<file path="config.mk">
export PLATFORM = sky130hd
export DESIGN_NAME = dnn_hw_top
export DESIGN_NICKNAME = d
export VERILOG_FILES = /design/src/rtl/dnn_pkg.sv /design/src/rtl/dnn_pe.sv /design/src/rtl/dnn_hw_top.sv
export SDC_FILE = /design/constraint.sdc
export NUM_CORES = 2
export LEC_CHECK = 0
export CORE_ASPECT_RATIO = 0.6
export CORE_MARGIN = 2
export CORE_UTILIZATION = 65
export DETAILED_ROUTE_END_ITERATION = 10
export PLACE_DENSITY = 0.85
export SYNTH_ARGS = -nofsm -noshare
export SYNTH_HDL_FRONTEND = slang
export SYNTH_SLANG_ARGS = --single-unit
</file>
<file path="constraint.sdc">
create_clock -name clk -period 14.1 [get_ports clk]
set_input_delay 3.525 -clock clk [delete_from_list [all_inputs] [get_ports clk]]
set_output_delay 3.525 -clock clk [all_outputs]
set_load 0.03 [all_outputs]
</file>
<file path="src/rtl/dnn_pkg.sv">
// Shared opcode encoding, phase-counter constants and small decode helpers
// for the weight-broadcast convolution engine.
package dnn_pkg;

  localparam int X_DIM_DEF            = 4;
  localparam int Y_DIM_DEF            = 4;
  localparam int DATA_WIDTH_DEF       = 8;
  localparam int FIFO_DEPTH_WIDTH_DEF = 2;

  // Phase counter is wide enough for the longest opcode period (3 cycles)
  localparam int PHASE_W = 2;

  localparam logic [PHASE_W-1:0] PERIOD_SRAM2BUF = 2'd2;
  localparam logic [PHASE_W-1:0] PERIOD_BUF2PE   = 2'd3;
  localparam logic [PHASE_W-1:0] PERIOD_SINGLE   = 2'd1;
  localparam logic [PHASE_W-1:0] PUSH_PHASE      = 2'd1;
  localparam logic [PHASE_W-1:0] POP_PHASE       = 2'd2;

  typedef enum logic [2:0] {
    OP_NONE             = 3'b000,
    OP_DEFAULT          = 3'b001,
    OP_LD_WT_SRAM2PE    = 3'b010,
    OP_LD_IF_SRAM2BUF   = 3'b011,
    OP_LD_IF_BUF2PE     = 3'b100,
    OP_DNNEXEC          = 3'b101,
    OP_UNLD_OF_PE2BUF   = 3'b110,
    OP_UNLD_OF_BUF2SRAM = 3'b111
  } opcode_t;

  // Code 000 behaves exactly like DEFAULT, so fold it in before edge detection
  // so that 000 <-> 001 transitions are not seen as opcode changes.
  function automatic opcode_t decode_op(input logic [2:0] code);
    opcode_t op;
    case (code)
      3'b000:  op = OP_DEFAULT;
      3'b001:  op = OP_DEFAULT;
      3'b010:  op = OP_LD_WT_SRAM2PE;
      3'b011:  op = OP_LD_IF_SRAM2BUF;
      3'b100:  op = OP_LD_IF_BUF2PE;
      3'b101:  op = OP_DNNEXEC;
      3'b110:  op = OP_UNLD_OF_PE2BUF;
      3'b111:  op = OP_UNLD_OF_BUF2SRAM;
      default: op = OP_DEFAULT;
    endcase
    return op;
  endfunction

  // Number of cycles after which the phase counter wraps for a held opcode
  function automatic logic [PHASE_W-1:0] op_period(input opcode_t op);
    logic [PHASE_W-1:0] p;
    case (op)
      OP_LD_IF_SRAM2BUF: p = PERIOD_SRAM2BUF;
      OP_LD_IF_BUF2PE:   p = PERIOD_BUF2PE;
      default:           p = PERIOD_SINGLE;
    endcase
    return p;
  endfunction

endpackage

</file>
<file path="src/rtl/dnn_pe.sv">
// Single processing element: unsigned multiply of activation by the
// broadcast weight, accumulated into a wrapping 2*DATA_WIDTH register.
module dnn_pe
  import dnn_pkg::*;
#(
  parameter int DATA_WIDTH = DATA_WIDTH_DEF
) (
  input  logic                      clk,
  input  logic                      rst,
  input  logic                      en,
  input  logic [DATA_WIDTH-1:0]     act_in,
  input  logic [DATA_WIDTH-1:0]     wt,
  output logic [2*DATA_WIDTH-1:0]   acc_out
);

  logic [2*DATA_WIDTH-1:0] acc_r;
  logic [2*DATA_WIDTH-1:0] prod_s;

  // Full-width product so 255*255 does not truncate before accumulation
  always_comb begin
    prod_s = (2*DATA_WIDTH)'(act_in) * (2*DATA_WIDTH)'(wt);
  end

  // Accumulator: only an asynchronous reset clears it; sum wraps naturally
  always_ff @(posedge clk or negedge rst) begin
    if (!rst) begin
      acc_r <= '0;
    end else if (en) begin
      acc_r <= acc_r + prod_s;
    end else begin
      acc_r <= acc_r;
    end
  end

  assign acc_out = acc_r;

endmodule

</file>
<file path="src/rtl/dnn_hw_top.sv">
// Weight-broadcast convolution engine: per-lane activation FIFOs, a shift
// chain of activation registers feeding an X_DIM x Y_DIM MAC array, and an
// opcode-driven phase counter that paces pushes, pops and the single MAC.
module dnn_hw_top
  import dnn_pkg::*;
#(
  parameter int X_DIM            = X_DIM_DEF,
  parameter int Y_DIM            = Y_DIM_DEF,
  parameter int DATA_WIDTH       = DATA_WIDTH_DEF,
  parameter int FIFO_DEPTH_WIDTH = FIFO_DEPTH_WIDTH_DEF
) (
  input  logic                                          clk,
  input  logic                                          rst,
  input  logic                                          start,
  output logic                                          done,
  input  logic [2:0]                                    fsm_input,
  input  logic [Y_DIM-1:0][DATA_WIDTH-1:0]              sram_if_in,
  input  logic [DATA_WIDTH-1:0]                         sram_wt_in,
  output logic [X_DIM-1:0][Y_DIM-1:0][2*DATA_WIDTH-1:0] sram_of_out
);

  localparam int            DEPTH   = 1 << FIFO_DEPTH_WIDTH;
  localparam int            PTR_W   = FIFO_DEPTH_WIDTH + 1;
  localparam logic [PTR_W-1:0] DEPTH_V = PTR_W'(DEPTH);

  // Opcode tracking and phase
  opcode_t            op_s;
  opcode_t            prev_op_r;
  logic               op_change_s;
  logic [PHASE_W-1:0] phase_r;
  logic [PHASE_W-1:0] phase_s;
  logic [PHASE_W-1:0] phase_next_s;
  logic [PHASE_W-1:0] phase_last_s;

  // Action strobes
  logic push_s;
  logic pop_s;
  logic exec_s;
  logic unld_s;
  logic wt_ld_s;

  // FIFO storage; all lanes move together so one pointer pair serves all
  logic [DATA_WIDTH-1:0] fifo_mem_r [Y_DIM][DEPTH];
  logic [PTR_W-1:0]      wr_ptr_r;
  logic [PTR_W-1:0]      rd_ptr_r;
  logic [PTR_W-1:0]      fill_s;
  logic                  full_s;
  logic                  empty_s;
  logic [Y_DIM-1:0][DATA_WIDTH-1:0] pop_row_s;

  // PE-side state
  logic [DATA_WIDTH-1:0]                         wt_r;
  logic [X_DIM-1:0][Y_DIM-1:0][DATA_WIDTH-1:0]   act_r;
  logic [X_DIM-1:0][Y_DIM-1:0][2*DATA_WIDTH-1:0] acc_s;
  logic                                          done_r;
  logic [X_DIM-1:0][Y_DIM-1:0][2*DATA_WIDTH-1:0] of_r;

  // Decode opcode, detect changes and derive the phase seen this cycle
  always_comb begin
    op_s         = decode_op(fsm_input);
    op_change_s  = (op_s != prev_op_r);
    if (op_change_s) begin
      phase_s = '0;
    end else begin
      phase_s = phase_r;
    end
    phase_last_s = op_period(op_s) - 2'd1;
    if (phase_s >= phase_last_s) begin
      phase_next_s = '0;
    end else begin
      phase_next_s = phase_s + 2'd1;
    end
  end

  // FIFO occupancy from the extra-MSB pointer scheme
  always_comb begin
    fill_s  = wr_ptr_r - rd_ptr_r;
    full_s  = (fill_s == DEPTH_V);
    empty_s = (fill_s == '0);
    for (int y = 0; y < Y_DIM; y++) begin
      pop_row_s[y] = fifo_mem_r[y][rd_ptr_r[FIFO_DEPTH_WIDTH-1:0]];
    end
  end

  // Action strobes; start suppresses every opcode action in its cycle
  always_comb begin
    push_s  = !start && (op_s == OP_LD_IF_SRAM2BUF) && (phase_s == PUSH_PHASE) && !full_s;
    pop_s   = !start && (op_s == OP_LD_IF_BUF2PE)   && (phase_s == POP_PHASE)  && !empty_s;
    exec_s  = !start && (op_s == OP_DNNEXEC)        && op_change_s;
    unld_s  = !start && (op_s == OP_UNLD_OF_PE2BUF);
    wt_ld_s = !start && (op_s == OP_LD_WT_SRAM2PE);
  end

  // Opcode history and free-running phase counter
  always_ff @(posedge clk or negedge rst) begin
    if (!rst) begin
      prev_op_r <= OP_DEFAULT;
      phase_r   <= '0;
    end else if (start) begin
      prev_op_r <= op_s;
      phase_r   <= '0;
    end else begin
      prev_op_r <= op_s;
      phase_r   <= phase_next_s;
    end
  end

  // FIFO pointers: start empties every lane
  always_ff @(posedge clk or negedge rst) begin
    if (!rst) begin
      wr_ptr_r <= '0;
      rd_ptr_r <= '0;
    end else if (start) begin
      wr_ptr_r <= '0;
      rd_ptr_r <= '0;
    end else begin
      if (push_s) begin
        wr_ptr_r <= wr_ptr_r + PTR_W'(1);
      end else begin
        wr_ptr_r <= wr_ptr_r;
      end
      if (pop_s) begin
        rd_ptr_r <= rd_ptr_r + PTR_W'(1);
      end else begin
        rd_ptr_r <= rd_ptr_r;
      end
    end
  end

  // FIFO storage write on accepted push
  always_ff @(posedge clk or negedge rst) begin
    if (!rst) begin
      for (int y = 0; y < Y_DIM; y++) begin
        for (int d = 0; d < DEPTH; d++) begin
          fifo_mem_r[y][d] <= '0;
        end
      end
    end else if (push_s) begin
      for (int y = 0; y < Y_DIM; y++) begin
        fifo_mem_r[y][wr_ptr_r[FIFO_DEPTH_WIDTH-1:0]] <= sram_if_in[y];
      end
    end else begin
      fifo_mem_r <= fifo_mem_r;
    end
  end

  // Broadcast weight register; survives start
  always_ff @(posedge clk or negedge rst) begin
    if (!rst) begin
      wt_r <= '0;
    end else if (wt_ld_s) begin
      wt_r <= sram_wt_in;
    end else begin
      wt_r <= wt_r;
    end
  end

  // Activation shift chain: newest row enters at column X_DIM-1
  always_ff @(posedge clk or negedge rst) begin
    if (!rst) begin
      act_r <= '0;
    end else if (start) begin
      act_r <= '0;
    end else if (pop_s) begin
      for (int x = 0; x < X_DIM - 1; x++) begin
        act_r[x] <= act_r[x+1];
      end
      act_r[X_DIM-1] <= pop_row_s;
    end else begin
      act_r <= act_r;
    end
  end

  // MAC array
  for (genvar gx = 0; gx < X_DIM; gx++) begin : g_col
    for (genvar gy = 0; gy < Y_DIM; gy++) begin : g_row
      dnn_pe #(
        .DATA_WIDTH (DATA_WIDTH)
      ) u_pe (
        .clk     (clk),
        .rst     (rst),
        .en      (exec_s),
        .act_in  (act_r[gx][gy]),
        .wt      (wt_r),
        .acc_out (acc_s[gx][gy])
      );
    end
  end

  // Output snapshot and done pulse on the first unload cycle
  always_ff @(posedge clk or negedge rst) begin
    if (!rst) begin
      of_r   <= '0;
      done_r <= 1'b0;
    end else begin
      done_r <= unld_s && op_change_s;
      if (unld_s) begin
        of_r <= acc_s;
      end else begin
        of_r <= of_r;
      end
    end
  end

  assign sram_of_out = of_r;
  assign done        = done_r;

endmodule

</file>
# After elaboration in Yosys (flattened, before gate mapping)
# Memories as Yosys holds them, arrays and structs flattened.
# Index checks and enable logic that the tools add are counted.
dict set report word_totals {
  out_inout_bits 257
  reg_bits 788
  word_cells 169
  mem_bits_ro 24
  inputBits 46
  mem_count 1
}
# name depth width read_ports rd_ports_with_merged_regs wr line
set mem_list {}
lappend mem_list {{(no name shown)} 8 3 1 0 0 dnn_pkg.sv:34} ;# case (code)
dict set report op_classes {
  multipliers 16
  mux 28
  addsub 21
  n_eq_ne 9
  magnitude_cmp 4
  bitwise_logic 2
  n_reduce_logical 18
}
# operator n
set ops {}
lappend ops {{$add A16 B16 Y16} 16}
lappend ops {{$mul A8 B8 Y16} 16}
lappend ops {{$mux W128} 2}
lappend ops {{$bwmux W32} 4}
lappend ops {{$mux W8} 9}
lappend ops {{$bmux W8 S2} 4}
lappend ops {{$demux W8 S2} 1}
lappend ops {{$eq A3 B3 Y1 const B} 4}
lappend ops {{$logic_and A1 B1 Y1} 12}
lappend ops {{$mux W3} 4}
lappend ops {{$add A3 B1 Y3 const B} 2}
lappend ops {{$eq A3 B2 Y1 const B} 2}
lappend ops {{$ge A3 B3 Y1 const B} 2}
lappend ops {{$mux W2} 3}
lappend ops {{$not A2 Y3} 2}
lappend ops {{$pmux W2 S2} 1}
lappend ops {{$reduce_bool A2 Y1} 2}
lappend ops {{$logic_not A1 Y1} 3}
lappend ops {{$logic_not A3 Y1} 1}
lappend ops {{$lt A3 B1 Y1 const B} 1}
lappend ops {{$ne A3 B3 Y1} 1}
lappend ops {{$sub A3 B3 Y3} 1}
lappend ops {{$add A2 B1 Y2 const B} 1}
lappend ops {{$eq A2 B1 Y1 const B} 1}
lappend ops {{other kinds (3)} 3}

# Logic depth before layout (Yosys ltp)
# An unclocked memory read counts as a cell.
dict set report depth {
  ltp_word 8
  mapped_depth 19
  depth_no_buf 17
}

# Modules after synthesis
# From an unflattened synthesis, not the netlist that was laid out.
dict set report hier_totals {
  cells_unflattened 6956
  area_unflattened_um2 71165.8
}
# mod seq_area_each_um2 n_inst area_each_um2 cells_per_inst
set by_module_without_submodules {}
lappend by_module_without_submodules {{dnn_pe (g_col[1].g_row[0].u_pe ...)} 400.4 9 3062.9 346}
lappend by_module_without_submodules {dnn_hw_top 13314.0 1 21784.6 1406}
lappend by_module_without_submodules {{dnn_pe (g_col[0].g_row[0].u_pe ...)} 400.4 4 3111.7 344}
lappend by_module_without_submodules {{dnn_pe (g_col[3].g_row[2].u_pe ...)} 400.4 2 3114.2 353}
lappend by_module_without_submodules {{dnn_pe (g_col[3].g_row[1].u_pe)} 400.4 1 3139.3 354}

# Least setup slack after synthesis
# No wires, ideal clock.
dict set report synth_path {
  path_kind {input port to flip-flop}
  startpoint {input fsm_input[1]}
  endpoint {register fifo_mem_r[100] in the netlist's numbering}
  t_arrival_ns 5.559
  required_time_ns 13.975
  setup_time_ns 0.125
  n_path_buf 2
  path_slack_ns 8.416
  path_stages 12
  cell_sequence {xnor2_1 > a32oi_2 > o21ai_0 > nand2_1 > inv_1 > ha_1 > nand3_1 > a31oi_2 > and2_1 > buf_2 > buf_6 > mux2_2}
}
dict set report synth_between {
  elab_chain_cells 6
  word_cells_on_any_way 8
  classes_between {3 x eq/ne; 1 x mux; 3 x reduce/logical; 1 x memory}
}
# element line
set synth_lines {}
lappend synth_lines {{start: declaration} dnn_hw_top.sv:16} ;# input logic [2:0] fsm_input,
lappend synth_lines {{$mem_v2 Z8 W3 *} --}
lappend synth_lines {{$ne A3 B3 Y1} dnn_hw_top.sv:61} ;# op_change_s = (op_s != prev_op_r);
lappend synth_lines {{$mux W2} dnn_hw_top.sv:62} ;# if (op_change_s) begin
lappend synth_lines {{$eq A2 B1 Y1} dnn_hw_top.sv:87} ;# push_s = !start && (op_s == OP_LD_IF_SRAM2BUF) && (phase_s == PUSH_PHASE) && !full_s;
lappend synth_lines {{$logic_and A1 B1 Y1 * (2 in series)} dnn_hw_top.sv:87}
lappend synth_lines {{end signal: indexed assignment} dnn_hw_top.sv:140} ;# fifo_mem_r[y][wr_ptr_r[FIFO_DEPTH_WIDTH-1:0]] <= sram_if_in[y];
lappend synth_lines {{end signal: assignment} dnn_hw_top.sv:143} ;# fifo_mem_r <= fifo_mem_r;
lappend synth_lines {{end: declaration} dnn_hw_top.sv:43} ;# logic [DATA_WIDTH-1:0] fifo_mem_r [Y_DIM][DEPTH];
# Every way passes the cells marked *; elsewhere a longest branch is shown, timed or not.
# A chain may end at the register's enable or synchronous reset.

# Worst setup path in the final report
dict set report layout_path {
  startpoint {input fsm_input[2]}
  endpoint {register act_r[9] in the netlist's numbering}
}
dict set report layout_between {
  elab_chain_cells 7
  word_cells_on_any_way 9
  classes_between {3 x eq/ne; 1 x mux; 4 x reduce/logical; 1 x memory}
}
# element line
set layout_lines {}
lappend layout_lines {{$mem_v2 Z8 W3 *} --}
lappend layout_lines {{$ne A3 B3 Y1} dnn_hw_top.sv:61}
lappend layout_lines {{$mux W2} dnn_hw_top.sv:62}
lappend layout_lines {{$eq A2 B2 Y1} dnn_hw_top.sv:88} ;# pop_s = !start && (op_s == OP_LD_IF_BUF2PE) && (phase_s == POP_PHASE) && !empty_s;
lappend layout_lines {{$logic_and A1 B1 Y1 * (2 in series)} dnn_hw_top.sv:88}
lappend layout_lines {{$reduce_bool A2 Y1 (no line) *} --}
lappend layout_lines {{end signal: indexed assignment} dnn_hw_top.sv:166} ;# act_r[x] <= act_r[x+1];
lappend layout_lines {{end signal: indexed assignment} dnn_hw_top.sv:168} ;# act_r[X_DIM-1] <= pop_row_s;
lappend layout_lines {{end signal: assignment} dnn_hw_top.sv:170} ;# act_r <= act_r;
lappend layout_lines {{end: declaration} dnn_hw_top.sv:53} ;# logic [X_DIM-1:0][Y_DIM-1:0][DATA_WIDTH-1:0] act_r;
# Marks and branches as above.

==> key figures <==
Run status
  • Status: finished clean

Route
  • Routed vias: 54100
  • Vias per Instance: 5.76
  • Wirelength per Cell: 19.4 µm
  • DRT Wirelength: 183000 µm
  • Residual DRC: 0
  • Antenna viol nets, final: 0
  • Initial DRC Count: 4869
  • Pre-antenna DRT Iters: 7

Timing
  • Fin. Hold Viols: 0
  • FMAX: 146 MHz
  • Worst hold slack: 0.472 ns
  • Skew final: 0.0286 ns
  • RSZ-0062 raised after global routing: false
  • Worst-Margin Slew: 1.07 ns
  • Rel. slew slack: 28.5%
  • Final worst slack: 7.25 ns
  • Tmin final: 6.85 ns
  • Setup TNS: 0 ns
  • Setup-failing EPs final: 0
  • Fin crit share: 48.6%
  • Final Max Slew Viols: 0

Critical path
  • RR Startpoint: wt_r[2]
  • Worst reg-to-reg path cell count: 17
  • Crit path DAT: 7.47 ns
  • Reg-to-reg slack, setup: 7.69 ns
  • Crit path capture: act_r[9]
  • RR Endpoint: g_col[3].g_row[1].u_pe.acc_out[15]
  • Crit path kind: in -> reg
  • Startpoint types: primary input
  • Largest fanout on the critical path: 96
  • CP required: 14.72 ns
  • CP Launch Point: fsm_input[2]
  • Critical path capture point type: register

Clocking
  • Post-CTS Setup Bufs: 0
  • Clk sink count: 788
  • CTS tree: done
  • Clk buf depth: 3
  • Skew-Pair Late Insertion Delay: 0.72 ns
  • H-tree depth: 3
  • Clock transition at path regs: 0.07 ns
  • CTS root buffer: clkbuf_16
  • CTS resizes: 0
  • Hold_buf cts: 0
  • CTS Buf Count: 79

Logic synthesis
  • Post-synth EDFFs: 0
  • Ys async rst share: 100%
  • Top_reg_cell synth: dfrtp_1
  • Synth warnings: 0
  • Post-synthesis sequential area ratio: 27.6%
  • Syn Area/Cell: 9.02 µm²
  • Post-synth net total: 9326
  • Synth Instances: 7909
  • Synth unique cells: 77
  • Mapped Area: 71400 µm²
  • #FFs+latches synth: 788

Floorplan
  • Die height: 261 µm
  • # IOs: 303
  • Chip width: 432 µm
  • Core area: 109000 µm²
  • Initial core utilization: 65.3%
  • Die area: 113000 µm²
  • Rows: 94

Power and ir drop
  • Max VDD drop: 0.109 mV
  • Pwr Density: 89.4 nW/µm²
  • Design Power: 6.91 mW
  • Leakage: 39.8 nW

Global routing
  • Met1 GRT Util: 47.1%
  • Gr busiest metal: met2
  • First-pass GRT wire length: 301000 µm
  • Met2 Use GR: 51.7%
  • Met3 Usage GRT: 9.12%
  • Antenna violations before repair: 3
  • Remaining Overflow, GRT: 0
  • Vias in the first global route: 56600
  • Total track usage: 33.8%
  • Largest net degree at the start of global routing: 191

Finish
  • Final std cells w/o fill: 9401
  • P&R area growth vs syn: 8.32%
  • Cell area after layout: 77300 µm²
  • Most common cell after layout, fill and taps aside: inv_1
  • Nets: 9313
  • Layout cells sized above 1: 4.48%
  • Finished Core Util: 70.7%
  • Most frequent cells in the layout: 1572 x inv_1, 1537 x nand2_1, 800 x fa_1

Place
  • I/O Buffers: 302
  • Post-placement setup slack: 6.77 ns
  • Placed cell area: 74700 µm²
  • GP Congestion: 0.937
  • Post-DP HPWL: 131000 µm
  • Placed Cells: 9255

Flow run
  • Max-cap viol count: 0

Min path
  • Min-Delay Path Class: reg -> reg
-- per-layer routing --
metal	wire, µm	part of all wire (%)	vias to the layer above
met3	19500	11	481
met1	76100	42	26900
met2	80600	44	2516
met5	13	0.0071	-
li1	-	-	24300
met4	6300	3.5	2
-- worst min-delay path by stage --
stage                                                   from                            endpoint  slack (ns)  cells after the start
after global routing      g_col[2].g_row[0].u_pe.acc_out[15]  g_col[2].g_row[0].u_pe.acc_out[15]        0.49                      1
after CTS                 g_col[2].g_row[0].u_pe.acc_out[15]  g_col[2].g_row[0].u_pe.acc_out[15]        0.47                      1
after global placement                      sram_of_out[106]                    sram_of_out[106]        0.46                      2
final                                        sram_of_out[80]                     sram_of_out[80]        0.47                      2
after detailed placement  g_col[2].g_row[0].u_pe.acc_out[15]  g_col[2].g_row[0].u_pe.acc_out[15]        0.46                      1
after floorplan           g_col[2].g_row[0].u_pe.acc_out[15]  g_col[2].g_row[0].u_pe.acc_out[15]        0.44                      1
-- synth_stat cells, drive strengths merged (69+ instances only) --
library cell  instances  area (µm²)
inv                1572        5900
a21o                 69         518
mux2                138        1550
xnor2                94         823
ha                  571        7140
buf                 153         872
nor2                105         394
nand2              1537        5770
and2                525        3280
fa                  800       16000
dfrtp               787       19700
o21ai               420        2100
a21oi               246        1230
clkbuf              280        1050
-- sequential cells by signal, indices dropped and copies added (netlist names) --
signal	cells
wr_ptr_r	3
act_r	128
phase_r	2
sram_of_out	256
wt_r	8
rd_ptr_r	3
prev_op_r	3
done	1
fifo_mem_r	128
g_col.g_row.u_pe.acc_out	256
-- worst max-delay path: stages --
cell and delay, ns:
clkdlybuf4s50_1 0.66, and2b_1 0.28, a32oi_2 0.34, o21ai_0 0.25
nand2_1 0.17, inv_1 0.08, ha_1 0.28, o211ai_1 0.13
buf_4 0.45, buf_4 0.87, nand2_1 0.17, a21oi_1 0.20
-- layout make-up --
type                       count  area [µm²]
clock buffer                 104        2170
timing repair buffer         339        3370
sequential                   788       19800
tap                         1440        1800
antenna                        1        2.50
multi-input combinational   5116       43800
inverter                    1572        5900
clock inverter                41         458
fill                        7810       32000
-- kinds of logic after synthesis --
family	count (synthesis)	share of synthesized area [%]
muxes	190	3.47
DFF	788	27.6
buffers and inverters	2005	11.0
and+or+nand+nor	2427	15.5
AOI/OAI and AO/OA	992	8.29
xor gates and xnor gates	136	1.67
adders and majority gates	1371	32.5
-- report_power, final --
group          internal [mW]  total (mW)  leakage, nW  switching (mW)
Sequential              2.52        2.80         10.5           0.274
Clock                   1.21        2.22         1.28            1.01
Combinational          0.661        1.89         28.0            1.23
Total                   4.40        6.91         39.8            2.52
Note: power is estimated with default switching activity, not from simulation.
